[src/rtl/mac_pkg.sv]
// Shared defaults and helpers for the MAC array datapath.
// Used by mac_array and by the psum collector on its south edge.
package mac_pkg;

   localparam int PSUM_BW = 16;
   localparam int COL     = 8;
   localparam int DEPTH   = 16;

   function automatic logic [PSUM_BW-1:0] col_slice(
      input logic [PSUM_BW*COL-1:0] vec,
      input int                     c
   );
      return vec[PSUM_BW*c +: PSUM_BW];
   endfunction

endpackage

[src/rtl/col_fifo.sv]
// Single-column first-word-fall-through FIFO with wrap-bit pointers.
// A write into a full FIFO is accepted only when a pop frees a slot.
module col_fifo
   import mac_pkg::*;
#(
   parameter int psum_bw = PSUM_BW,
   parameter int depth   = DEPTH
) (
   input  logic               clk,
   input  logic               reset,
   input  logic               wr,
   input  logic [psum_bw-1:0] din,
   input  logic               rd,
   output logic [psum_bw-1:0] dout,
   output logic               empty,
   output logic               full,
   output logic               drop
);

   localparam int AW = $clog2(depth);
   localparam logic [AW:0] PTR_ONE = (AW+1)'(1);

   logic [AW:0]        wr_ptr_q, wr_ptr_d;
   logic [AW:0]        rd_ptr_q, rd_ptr_d;
   logic [psum_bw-1:0] mem_q [depth];
   logic               rd_ok, wr_ok;

   assign empty = (wr_ptr_q == rd_ptr_q);
   assign full  = (wr_ptr_q[AW-1:0] == rd_ptr_q[AW-1:0])
                & (wr_ptr_q[AW] != rd_ptr_q[AW]);

   assign rd_ok = rd & ~empty;
   // A pop in the same cycle frees the slot the write lands in.
   assign wr_ok = wr & (~full | rd_ok);
   assign drop  = wr & full & ~rd_ok;

   assign dout = mem_q[rd_ptr_q[AW-1:0]];

   always_comb begin
      wr_ptr_d = wr_ptr_q;
      rd_ptr_d = rd_ptr_q;
      if (wr_ok) wr_ptr_d = wr_ptr_q + PTR_ONE;
      if (rd_ok) rd_ptr_d = rd_ptr_q + PTR_ONE;
   end

   always_ff @(posedge clk) begin
      if (reset) begin
         wr_ptr_q <= '0;
         rd_ptr_q <= '0;
      end else begin
         wr_ptr_q <= wr_ptr_d;
         rd_ptr_q <= rd_ptr_d;
      end
   end

   always_ff @(posedge clk) begin
      if (!reset && wr_ok) mem_q[wr_ptr_q[AW-1:0]] <= din;
   end

endmodule

[src/rtl/psum_collector.sv]
// De-skews column partial sums from the array south edge into
// row-aligned words handed downstream over valid/ready.
module psum_collector
   import mac_pkg::*;
#(
   parameter int psum_bw = PSUM_BW,
   parameter int col     = COL,
   parameter int depth   = DEPTH
) (
   input  logic                   clk,
   input  logic                   reset,
   input  logic [psum_bw*col-1:0] in_s,
   input  logic [col-1:0]         valid,
   output logic                   out_valid,
   input  logic                   out_ready,
   output logic [psum_bw*col-1:0] out,
   output logic [col-1:0]         full,
   output logic                   overflow
);

   logic [col-1:0]         empty;
   logic [col-1:0]         drop;
   logic [psum_bw*col-1:0] head;
   logic                   pop;
   logic                   overflow_q, overflow_d;

   assign out_valid = ~|empty;
   // Every column pops together so rows never split.
   assign pop       = out_valid & out_ready;
   assign out       = out_valid ? head : '0;
   assign overflow  = overflow_q;

   for (genvar c = 0; c < col; c++) begin : g_col
      col_fifo #(
         .psum_bw (psum_bw),
         .depth   (depth)
      ) u_fifo (
         .clk   (clk),
         .reset (reset),
         .wr    (valid[c]),
         .din   (in_s[psum_bw*c +: psum_bw]),
         .rd    (pop),
         .dout  (head[psum_bw*c +: psum_bw]),
         .empty (empty[c]),
         .full  (full[c]),
         .drop  (drop[c])
      );
   end

   always_comb begin
      overflow_d = overflow_q | (|drop);
   end

   always_ff @(posedge clk) begin
      if (reset) overflow_q <= 1'b0;
      else       overflow_q <= overflow_d;
   end

endmodule
[config.mk]
export PLATFORM = sky130hd
export DESIGN_NAME = psum_collector
export DESIGN_NICKNAME = d
export VERILOG_FILES = /design/src/rtl/mac_pkg.sv /design/src/rtl/col_fifo.sv /design/src/rtl/psum_collector.sv
export SDC_FILE = /design/constraint.sdc
export NUM_CORES = 2
export LEC_CHECK = 0
export CAP_MARGIN = 20
export CORE_ASPECT_RATIO = 0.7
export CORE_UTILIZATION = 30
export DETAILED_ROUTE_END_ITERATION = 8
export PLACE_DENSITY = 0.56
export SYNTH_ARGS = -nofsm -noshare
export SYNTH_HDL_FRONTEND = slang
export SYNTH_HIERARCHICAL = 1
export SYNTH_SLANG_ARGS = --single-unit
[constraint.sdc]
create_clock -name clk -period 9.75 [get_ports clk]
set_input_delay 1.95 -clock clk [delete_from_list [all_inputs] [get_ports clk]]
set_output_delay 1.95 -clock clk [all_outputs]
set_load 0.02 [all_outputs]
======== After elaboration in Yosys (flattened, before gate mapping) ========
Memory sizes are Yosys's and may differ from the RTL's. A register that Yosys moved wholly into a read port is not among the register bits.
Index checks and enable logic that the tools add are counted.
operators by class
  add/subtract/negate cells ............... 16
  equality and inequality tests ........... 24
  mux-type cells .......................... 33
  bitwise logic cells ..................... 74
  reductions and logical operators ........ 12
operators by type and width
  cell                 count
  $mux 128             1
  $add 5x1->5 const B  16
  $mux 4               16
  $and 1x1->1          41
  $eq 5x5->1           8
  $eq 4x4->1           8
  $not 1->1            24
  $mux 1               16
  $reduce_or 8->1      2
  $or 1x1->1           9
  $logic_and 1x1->1    8
  $ne 1x1->1           8
  $logic_not 1->1      2
storage, ports and cells
  flip-flop bits (word level) ............. 81
  RAM bits ................................ 2048
  input bits .............................. 139
  output and inout port bits .............. 138
  logic and storage cells ................. 184
  memories kept ........................... 8
memory list
  name                   words  width  read ports  clocked after Yosys merged registers in  write ports  RTL line        RTL
  g_col[0].u_fifo.mem_q  16     16     1           1                                        1            col_fifo.sv:25  logic [psum_bw-1:0] mem_q [depth];
  g_col[1].u_fifo.mem_q  16     16     1           1                                        1            col_fifo.sv:25
  g_col[2].u_fifo.mem_q  16     16     1           1                                        1            col_fifo.sv:25
  g_col[3].u_fifo.mem_q  16     16     1           1                                        1            col_fifo.sv:25
  g_col[4].u_fifo.mem_q  16     16     1           1                                        1            col_fifo.sv:25
  g_col[5].u_fifo.mem_q  16     16     1           1                                        1            col_fifo.sv:25
  2 more memories        n/a    n/a    n/a         n/a                                      n/a          n/a

======== Logic depth before layout (Yosys ltp) ========
  depth after elaboration ................. 10
  mapped depth ............................ 12
  mapped depth without buffers ............ 9

======== Hierarchy ========
Netlist, hierarchy kept.
modules (own cells, without submodules)
  module          times used  cells each  area an instance (um^2)  seq. area each (um^2)
  col_fifo        8           448         10535.1                  7967.6
  psum_collector  1           296         1970.6                   20.0

======== Worst setup path after synthesis ========
No wires, ideal clock.
  path type ............................... input -> register
  start ................................... in out_ready
  end ..................................... mem g_col[0].u_fifo/mem_q[11][0] (netlist name) (enable)
  setup time .............................. 430 ps
  arrival time ............................ 6802 ps
  data required time ...................... 9320 ps
  slack ................................... 2518 ps
  stages .................................. 4
  path buffers ............................ 0
  cell sequence ........................... inv_1 nor3_1 nor2_1 nor4_1
between the ends
  cells in the longest elaborated chain, start to end .. 7
RTL lines
  what                          RTL line              RTL
  start, declared               psum_collector.sv:15  input logic out_ready,
  $and 1x1->1                   psum_collector.sv:29  assign pop = out_valid & out_ready;
  via pop                       psum_collector.sv:24  logic pop;
  $and 1x1->1                   col_fifo.sv:32        assign rd_ok = rd & ~empty;
  $or 1x1->1                    col_fifo.sv:34        assign wr_ok = wr & (~full | rd_ok);
  $and 1x1->1                   col_fifo.sv:34
  $logic_and 1x1->1             col_fifo.sv:57        if (!reset && wr_ok) mem_q[wr_ptr_q[AW-1:0]] <= din;
  $mux 1                        col_fifo.sv:57
  $mux 1 (implied by the code)  col_fifo.sv:57
  end, declared                 col_fifo.sv:25
The timed path passes the listed nets, and every way through them passes these cells.

======== Worst setup path after layout ========
  start ................................... reg g_col[0].u_fifo.wr_ptr_q[0]
  end ..................................... out out[0]
between the ends
  cells in the longest elaborated chain, start to end .. 3
RTL lines
  what                    RTL line              RTL
  start, declared         col_fifo.sv:23        logic [AW:0] wr_ptr_q, wr_ptr_d;
  start signal, assigned  col_fifo.sv:51        wr_ptr_q <= wr_ptr_d;
  $eq 5x5->1              col_fifo.sv:28        assign empty = (wr_ptr_q == rd_ptr_q);
  via empty[0]            psum_collector.sv:21  logic [col-1:0] empty;
  $reduce_or 8->1         psum_collector.sv:27  assign out_valid = ~|empty;
  $mux 128                psum_collector.sv:30  assign out = out_valid ? head : '0;
  end, declared           psum_collector.sv:16  output logic [psum_bw*col-1:0] out,
The timed path passes the listed nets, and every way through them passes these cells.

==> impl_metrics.ini <==
[logic_synthesis]
ys_types = 36
syn_area_per_cell_sq_um = 22.23
syn_area_sq_um = 86250
synth_most_common_cell = edfxtp_1
synth.top_cells.by_count = edfxtp_1 (2,048), mux4_2 (400), mux4_1 (240)
yosysSeqAreaShare_pct = 73.92
synth_area_leader_cell = edfxtp_1
synth-seq-cells = 2161
ys_warn_count = 6
async_flop_share_pct = 0
synth_ff_type = edfxtp_1
syn-num-nets = 4059
synth.top_cell.area_share_pct = 71.30
ys_top_cells_by_area = edfxtp_1 (71%), mux4_2 (10%), mux4_1 (7.3%), dfxtp_1 (2.6%), nor3_2 (1.3%)
synthCells = 3880
synth_edf_count = 2048

[power_and_ir_drop]
p_int_mw = 15.21
p_per_area_nw_per_um2 = 188.8
p_switching_mw = 3.910
power.total_mw = 19.12
p_leak_nw = 30.92
switching_share_pct = 20.45
p_comb_share_pct = 2.4
p_clk_share_pct = 44.1
pwr-share-seq_pct = 53.6
ir_worst_vdd_mv = 0.1781

[critical_path]
worst_path_largest_cell_delay_ns = 0.84
path_delay_family = simple AND/OR/NAND/NOR gates
cp-end-kind = output pin
crit_path_start_kind = register
path_class = register to output pin
path_buf_inv = 2
worstPathCellList = xor2_1, nor4_4, and2_1, or4_4, buf_4, nor3_1, clkdlybuf4s50_1
r2r_slack_ns = 4.21
worstPathRequired_ns = 7.80
cpMaxStageDelayCell = or4_4
crit_fanout = 44
crit_arrival_ns = 4.91

[route]
wire_per_inst_um = 24.21
drc = 0
drt_iter0_drc = 3393
wl_mm = 201.9
firstDrtPassIters = 5
vias_per_cell = 4.768
vias = 39766
ant_nets = 0

[timing]
timing.final.crit_share_pct = 70.38
rsz0062_at_grt = false
hold_viol_final = 0
fin_ws_ns = 2.888
worstMarginPinSlew_ns = 1.113
max_clock_freq_mhz = 145.7
tns_ns = 0
whs_ns = 0.5402
slew_headroom_pct = 25.72
setup_viol = 0
skew_ns = 0.07764
period_needed_ns = 6.862
drv_slew = 0

[cts]
clock_path_buffers = 4
cts.repair.resized = 0
holdBufCountCts = 0
htree_levels = 4
clk_latency_ns = 0.88
cts_tree = built
clk_pin_slew_ns = 0.06
clock_sinks = 2161
cts_root_buf = clkbuf_16
cts_setup_buffers = 0
cts_made_buffers = 218

[die]
rows = 164
io_pins = 277
die_x_um = 642.9
core_area_sq_um = 285600
die_y_um = 450.6
initial_core_util_pct = 30.20
design.die.area_sq_um = 289700

[run_status]
run_status = complete, no violations

[finish]
areaGrowthSynthToFinish_pct = 17.36
layout-drive-gt1-share_pct = 25.79
final_cell_count_no_fill = 8340
fin_nets = 4524

[worst_hold_path]
hp-class = register to register

[grt]
grt_remaining_overflow = 0
grt_use_total_pct = 13.68
antenna_found_initial = 25
grt_pass1_vias = 40848
grt_pass1_wl_mm = 291.1
grt_max_degree = 65

[placement]
detailedPlace.worstSlack_ns = 3.687
dp.cells = 7943
gp_congestion = 0.7096
numPortBuffers = 276
dp_hpwl_mm = 115.8

[job]
drv_cap = 0
==> layout by cell type, fill, tap and decap left out, types with 38 or more instances in the layout <==
cell and n:
clkdlybuf4s50_1 275, nor2_2 96, mux4_2 400, nor3_2 110, dfxtp_1 97, xnor2_1 64
inv_1 153, ha_1 40, mux4_1 240, edfxtp_1 2048, clkbuf_16 219, clkbuf_1 47
nor2_1 106, buf_4 165, clkinv_1 38
==> cell families (layout without fill, tap and decap cells) <==
family | Yosys count | after routing | synth area share (%)
flops | 2161 | 2161 | 73.92
mux | 664 | 664 | 18.05
simple gates | 511 | 511 | 3.695
buf+inv | 351 | 989 | 2.343
xor+xnor | 96 | 96 | 0.9748
compound gates | 57 | 57 | 0.4367
fa+ha+maj | 40 | 40 | 0.5803
other cells | 0 | 4 | 0
==> routing by layer <==
layer | up-vias | GRT usage (%) | wire length [um]
met2 | 986 | 21.80 | 95510
met3 | 298 | 2.315 | 9798
met5 | - | 0 | 68
met4 | 10 | 3.373 | 4489
li1 | 17194 | - | -
met1 | 21278 | 19.49 | 92010
==> cell type report <==
class	count	area (sq um)
antenna	4	10.01
sequential	2161	63800
multi-input combinational	1368	20930
inverter	153	574.3
clock inverter	122	1368
tap	3818	4777
clock buffer	271	5725
timing repair buffer	443	4045
fill	26291	184400
==> flip-flops by register name (all words and copies together) (netlist names), named ones only <==
register	count
g_col.u_fifo/rd_ptr_q	40
overflow	1
g_col.u_fifo/wr_ptr_q	40
g_col.u_fifo/mem_q	2048
==> worst paths after layout <==
check	end	cells past startpoint	start
setup reg to reg	g_col[0].u_fifo/mem_q[4][7]	12	g_col[1].u_fifo/wr_ptr_q[1]
setup / recovery	out[0]	7	g_col[0].u_fifo/wr_ptr_q[0]
hold reg to reg	g_col[4].u_fifo/rd_ptr_q[4]	2	g_col[4].u_fifo/rd_ptr_q[4]
hold / removal	g_col[4].u_fifo/rd_ptr_q[4]	2	g_col[4].u_fifo/rd_ptr_q[4]
==> worst min-delay path, stage by stage, from the launching register on <==
cell     delay (ns)
dfxtp_1        0.35
xnor2_1        0.08
nor2_1         0.07
==> through the flow <==
stage	cell area [sq um]	utilization [%]
after floorplan	86250	-
after global placement	94080	32.94
after detailed placement	94130	32.95
after CTS	101200	35.44
after global routing	101200	35.44
final	101200	35.44
==> power groups by stage <==
stage          logic [mW]  clock network, mW  registers, mW
4_1_cts             0.463               8.69           10.2
6_report            0.451               8.42           10.2
3_3_place_gp        0.446                  0           10.4
2_1_floorplan       0.184                  0           10.4
5_1_grt             0.495               9.02           10.2
3_5_place_dp        0.462                  0           10.4
(Power assumes the default switching activity.)
